### src/rtl/frame_pkg.sv
// Shared types and constants for the frame sequencer and its frame timer.
// State codes are plain localparams so older code can compare them directly.
package frame_pkg;

  localparam int COORD_W = 10;
  localparam int COLOR_W = 3;

  localparam int DEF_SCREEN_W     = 160;
  localparam int DEF_SCREEN_H     = 120;
  localparam int DEF_FRAME_CYCLES = 833333;

  typedef logic [1:0] state_t;

  localparam state_t S_RESET = 2'd0;
  localparam state_t S_CLEAR = 2'd1;
  localparam state_t S_DRAW  = 2'd2;
  localparam state_t S_WAIT  = 2'd3;

  // True on the bottom-right pixel of a width x height sweep.
  function automatic logic sweep_last(input logic [COORD_W-1:0] cx,
                                      input logic [COORD_W-1:0] cy,
                                      input int                 width,
                                      input int                 height);
    return (cx == COORD_W'(width - 1)) && (cy == COORD_W'(height - 1));
  endfunction

endpackage

### src/rtl/frame_timer.sv
// Free-running frame timer: one registered frame_tick every FRAME_CYCLES clocks.
// Reusable on its own as the game-logic update strobe.
module frame_timer
  import frame_pkg::*;
#(
  parameter int FRAME_CYCLES = DEF_FRAME_CYCLES
) (
  input  logic clk,
  input  logic reset_n,
  output logic frame_tick
);

  localparam int CNT_W = (FRAME_CYCLES > 1) ? $clog2(FRAME_CYCLES) : 1;

  logic [CNT_W-1:0] count;

  // Down-counter: terminal count 0 fires the tick and reloads, so the first
  // tick lands right after reset releases.
  always_ff @(posedge clk) begin
    if (reset_n) begin
      count      <= '0;
      frame_tick <= 1'b0;
    end else begin
      frame_tick <= (count == '0);
      if (count == '0) begin
        count <= CNT_W'(FRAME_CYCLES - 1);
      end else begin
        count <= count - 1'b1;
      end
    end
  end

endmodule

### src/rtl/frame_sequencer.sv
// Per-frame sequencer between the draw controller and the VGA adapter:
// frame tick, background clear sweep, then a forwarded draw window.
//
// state   | meaning
// S_RESET | after reset, waiting for the first frame tick
// S_CLEAR | sweeping every pixel with BG_COLOR
// S_DRAW  | forwarding the draw controller's pixels until pass done
// S_WAIT  | frame finished, waiting for the next (or a pending) tick
module frame_sequencer
  import frame_pkg::*;
#(
  parameter int                 SCREEN_W     = DEF_SCREEN_W,
  parameter int                 SCREEN_H     = DEF_SCREEN_H,
  parameter logic [COLOR_W-1:0] BG_COLOR     = '0,
  parameter int                 FRAME_CYCLES = DEF_FRAME_CYCLES
) (
  input  logic               clk,
  input  logic               reset_n,
  input  logic [COORD_W-1:0] in_x,
  input  logic [COORD_W-1:0] in_y,
  input  logic [COLOR_W-1:0] in_color,
  input  logic               in_plot,
  input  logic               in_pass_done,
  output logic               draw_enable,
  output logic [COORD_W-1:0] x,
  output logic [COORD_W-1:0] y,
  output logic [COLOR_W-1:0] color,
  output logic               plot,
  output logic               frame_tick,
  output logic               clear_busy,
  output logic               overrun
);

  state_t             state;
  state_t             state_nxt;
  logic [COORD_W-1:0] clr_x;
  logic [COORD_W-1:0] clr_y;
  logic               clr_last;
  logic               pending;

  frame_timer #(
    .FRAME_CYCLES(FRAME_CYCLES)
  ) u_frame_timer (
    .clk       (clk),
    .reset_n   (reset_n),
    .frame_tick(frame_tick)
  );

  assign clr_last = sweep_last(clr_x, clr_y, SCREEN_W, SCREEN_H);

  always_comb begin
    state_nxt = state;
    case (state)
      S_RESET: if (frame_tick) state_nxt = S_CLEAR;
      S_CLEAR: if (clr_last) state_nxt = S_DRAW;
      S_DRAW:  if (in_pass_done) state_nxt = S_WAIT;
      S_WAIT:  if (frame_tick || pending) state_nxt = S_CLEAR;
      default: state_nxt = S_RESET;
    endcase
  end

  always_ff @(posedge clk) begin
    if (reset_n) begin
      state   <= S_RESET;
      pending <= 1'b0;
      overrun <= 1'b0;
    end else begin
      state <= state_nxt;
      // A tick during clear/draw is remembered once; WAIT consumes it.
      if (state == S_WAIT) begin
        pending <= 1'b0;
      end else if (frame_tick && (state == S_CLEAR || state == S_DRAW)) begin
        pending <= 1'b1;
        overrun <= 1'b1;
      end
    end
  end

  always_ff @(posedge clk) begin
    if (reset_n) begin
      clr_x <= '0;
      clr_y <= '0;
    end else if (state == S_CLEAR) begin
      if (clr_x == COORD_W'(SCREEN_W - 1)) begin
        clr_x <= '0;
        clr_y <= (clr_y == COORD_W'(SCREEN_H - 1)) ? '0 : clr_y + 1'b1;
      end else begin
        clr_x <= clr_x + 1'b1;
      end
    end
  end

  // Output register: status flags are a one-cycle view of the state so they
  // line up with the pixels they describe.
  always_ff @(posedge clk) begin
    if (reset_n) begin
      x           <= '0;
      y           <= '0;
      color       <= '0;
      plot        <= 1'b0;
      draw_enable <= 1'b0;
      clear_busy  <= 1'b0;
    end else begin
      draw_enable <= (state == S_DRAW);
      clear_busy  <= (state == S_CLEAR);
      case (state)
        S_CLEAR: begin
          x     <= clr_x;
          y     <= clr_y;
          color <= BG_COLOR;
          plot  <= 1'b1;
        end
        S_DRAW: begin
          x     <= in_x;
          y     <= in_y;
          color <= in_color;
          plot  <= in_plot;
        end
        default: plot <= 1'b0;
      endcase
    end
  end

endmodule

### config.mk
export PLATFORM = sky130hd
export DESIGN_NAME = frame_sequencer
export DESIGN_NICKNAME = d
export VERILOG_FILES = /design/src/rtl/frame_pkg.sv /design/src/rtl/frame_timer.sv /design/src/rtl/frame_sequencer.sv
export SDC_FILE = /design/constraint.sdc
export NUM_CORES = 1
export LEC_CHECK = 0
export CORE_UTILIZATION = 50
export CTS_BUF_LIST = sky130_fd_sc_hd__clkbuf_8 sky130_fd_sc_hd__clkbuf_16
export CTS_CLUSTER_DIAMETER = 150
export DETAILED_ROUTE_END_ITERATION = 10
export GPL_ROUTABILITY_DRIVEN = 0
export MAX_ROUTING_LAYER = met4
export PLACE_DENSITY = 0.74
export SYNTH_ARGS = -nofsm -noshare
export SYNTH_HDL_FRONTEND = slang
export SYNTH_SLANG_ARGS = --single-unit
### constraint.sdc
create_clock -name clk -period 3.5 [get_ports clk]
set_clock_uncertainty 0.15 [all_clocks]
set_input_delay 0.7 -clock clk [delete_from_list [all_inputs] [get_ports clk]]
set_output_delay 0.7 -clock clk [all_outputs]
set_load 0.02 [all_outputs]
==> flow_metrics.env <==
export IMPL_status="finished clean"
export IMPL_netlist_area_mm2=0.00312
export IMPL_power_switching_w=0.00109
export IMPL_use_met1=0.269
export IMPL_drv_slew=0
export IMPL_clock_latency_ps=340
export IMPL_rows=28
export IMPL_grt_pass1_vias=2394
export IMPL_synthSimpleGateAreaFrac=0.213
export IMPL_die_area_mm2=0.00656
export IMPL_synth_top_family_by_area="simple AND/OR/NAND/NOR gates"
export IMPL_p_sw_frac=0.372
export IMPL_p_int_w=0.00184
export IMPL_grt_use_met2=0.361
export IMPL_syn2layout_area_growth_pct=23.1
export IMPL_antenna_found_initial=0
export IMPL_clk_pin_slew_ps=70
export IMPL_path_cells="inv_1, ha_1, nand3_1, nor4_4, buf_4, nand2_1, o21ai_0, a21oi_1"
export IMPL_async_flop_share=0
export IMPL_grt_pass1_wl_um=10900
export IMPL_fin_crit_sh=0.693
export IMPL_ys_ff_latch=71
export IMPL_end_kind="flip-flop"
export IMPL_slew_headroom=0.440
export IMPL_synth_avg_cell_area_um2=9.37
export IMPL_setup_slack_ps=1080
export IMPL_multiInputGateArea_mm2=0.00157
export IMPL_placed_area_mm2=0.00369
export IMPL_syn_num_nets=368
export IMPL_postCtsSetupBuffers=0
export IMPL_drc_errors=0
export IMPL_overflow=0
export IMPL_initial_core_util=0.524
export IMPL_p_per_area_mw_per_mm2=765
export IMPL_drive_gt1_frac=0.0727
export IMPL_setup_tns_ps=0
export IMPL_pre_cts_slack_ps=1090
export IMPL_ctsHoldBuffers=0
export IMPL_synth_edff_count=0
export IMPL_routed_wl_um=6530
export IMPL_synth_compound_area_share=0.102
export IMPL_syn_instance_count=333
export IMPL_cp_start_kind="flip-flop"
export IMPL_nFillCells=514
export IMPL_root_buffer="clkbuf_8"
export IMPL_p_leak_nw=1.30
export IMPL_vdd_drop_max_v=0.000368
export IMPL_io_pins=55
export IMPL_drt_initial_drc_count=74
export IMPL_worstHoldPathType="reg2reg"
export IMPL_n_antenna_cell=0
export IMPL_clockBufferDepth=2
export IMPL_cts_sinks=71
export IMPL_crit_family="simple AND/OR/NAND/NOR gates"
export IMPL_crit_required_ps=3570
export IMPL_wl_per_cell_um=14.2
export IMPL_pwr_share_comb=0.425
export IMPL_yosys_warnings=0
export IMPL_grt_max_degree=33
export IMPL_finalHoldViolCount=0
export IMPL_grt_total_usage=0.224
export IMPL_cts_tree="built"
export IMPL_hpwl_um=4580
export IMPL_netlist_area_leader_share=0.456
export IMPL_die_h_um=81.0
export IMPL_synth_largest_area_cell="dfxtp_1"
export IMPL_synth_area_mux_share=0.0706
export IMPL_seqPwrFrac=0.393
export IMPL_tightest_slew_ps=841
export IMPL_ys_types=45
export IMPL_setup_worst_path_class="reg2reg"
export IMPL_slowest_stage="ha_1"
export IMPL_core_mm2=0.00596
export IMPL_max_stage_delay_ps=440
export IMPL_setup_violations_final=0
export IMPL_postRouteAntennaNets=0
export IMPL_die_width_um=81.0
export IMPL_top_usage_layer="met2"
export IMPL_synth_seq_area_share=0.456
export IMPL_io_buffers=54
export IMPL_synthAdderAreaFrac=0.0321
export IMPL_register_area_mm2=0.00142
export IMPL_synth_xor_area_frac=0.0870
export IMPL_viasPerCell=5.44
export IMPL_use_met3=0.0427
export IMPL_drv_cap=0
export IMPL_cts_made_buffers=9
export IMPL_critPathMaxFanout=10
export IMPL_synth_main_ff_cell="dfxtp_1"
export IMPL_synth_commonest_cells="dfxtp_1 (71), nor2_1 (57), a211oi_1 (22), mux2i_1 (22), xor2_1 (16)"
export IMPL_rsz0062_at_grt="no"
export IMPL_crit_buf_inv=2
export IMPL_htreeDepth=3
export IMPL_pwr_share_clk=0.182
export IMPL_final_cell_area_mm2=0.00384
export IMPL_firstDrtPassIters=4
export IMPL_vias=2504
export IMPL_min_period_ps=2420
export IMPL_arrival_ps=2490
export IMPL_r2r_slack_ps=1080
export IMPL_cts_resized=0
export IMPL_ys_top_cells_by_area="dfxtp_1 (46%), mux2i_1 (7.1%), nor2_1 (6.9%)"
export IMPL_synth_most_common_cell="dfxtp_1"
export IMPL_max_freq_ghz=0.412
export IMPL_fin_nets=418
-- registers in the layout, indices dropped and copies added (netlist names) --
name and count:
draw_enable 1, clr_y 10, y 10, u_frame_timer.frame_tick 1, pending 1, clear_busy 1, overrun 1, state 2
x 10, clr_x 10, color 3, plot 1, u_frame_timer.count 20
-- cell families (layout without fill, tap and decap cells) --
| logic type | Yosys count | after routing |
|---|---|---|
| buffers and inverters | 27 | 79 |
| AND/OR/NAND/NOR | 128 | 128 |
| XOR/XNOR | 31 | 31 |
| adder cells (fa/ha/maj) | 8 | 8 |
| flip-flops | 71 | 71 |
| AO/OA/AOI/OAI | 46 | 46 |
| multiplexers | 22 | 22 |
-- layer usage --
| layer | vias to the layer above | share of wire |
|---|---|---|
| li1 | 1264 | - |
| met1 | 1172 | 0.45 |
| met2 | 51 | 0.49 |
| met3 | 17 | 0.038 |
| met4 | 0 | 0.021 |
| met5 | - | 0 |
-- final cells by class --
type                            count  share of cell area
Timing Repair Buffer               59               0.149
Clock inverter                      3             0.00359
Sequential cell                    71               0.370
Clock buffer                       10              0.0359
Multi-Input combinational cell    235               0.410
Inverter                            7             0.00684
Tap cell                           75              0.0244
-- stage by stage --
stage | hold slack (ps) | std cells | total power, W | util
2_1_floorplan | 276 | 333 | 0.00200 | -
3_3_place_gp | 287 | 447 | 0.00238 | 0.619
3_5_place_dp | 296 | 447 | 0.00242 | 0.619
4_1_cts | 311 | 460 | 0.00295 | 0.645
5_1_grt | 329 | 460 | 0.00313 | 0.645
6_report | 308 | 460 | 0.00294 | 0.645
-- power by group through the flow --
stage	Clock [W]	Combinational, W	Sequential (W)
6_report	0.000535	0.00125	0.00115
4_1_cts	0.000544	0.00126	0.00115
2_1_floorplan	0	0.000729	0.00128
5_1_grt	0.000575	0.00138	0.00117
3_5_place_dp	0	0.00125	0.00117
3_3_place_gp	0	0.00122	0.00116
-- final timing paths --
check	startpoint	end	cells past startpoint
max reg2reg	state[1]	clr_y[6]	8
min	u_frame_timer.count[0]	u_frame_timer.count[0]	1
min reg2reg	u_frame_timer.count[0]	u_frame_timer.count[0]	1
max	state[1]	clr_y[6]	8
-- cell usage in the layout, fill, tap and decap left out, drive strengths merged, types with 3 or more instances in the layout --
cell and n:
clkdlybuf4s50 53, nand2b 5, dfxtp 71, nor4 4
a211oi 22, o21ai 3, nor2b 3, nor2 57
xor2 16, nand2 10, nor3 15, a21oi 14
xnor2 15, mux2i 22, or4 3, buf 6
ha 8, nand3 9, nand4 11, inv 8
clkbuf 10
No activity file was read; power rests on OpenSTA's default activity.
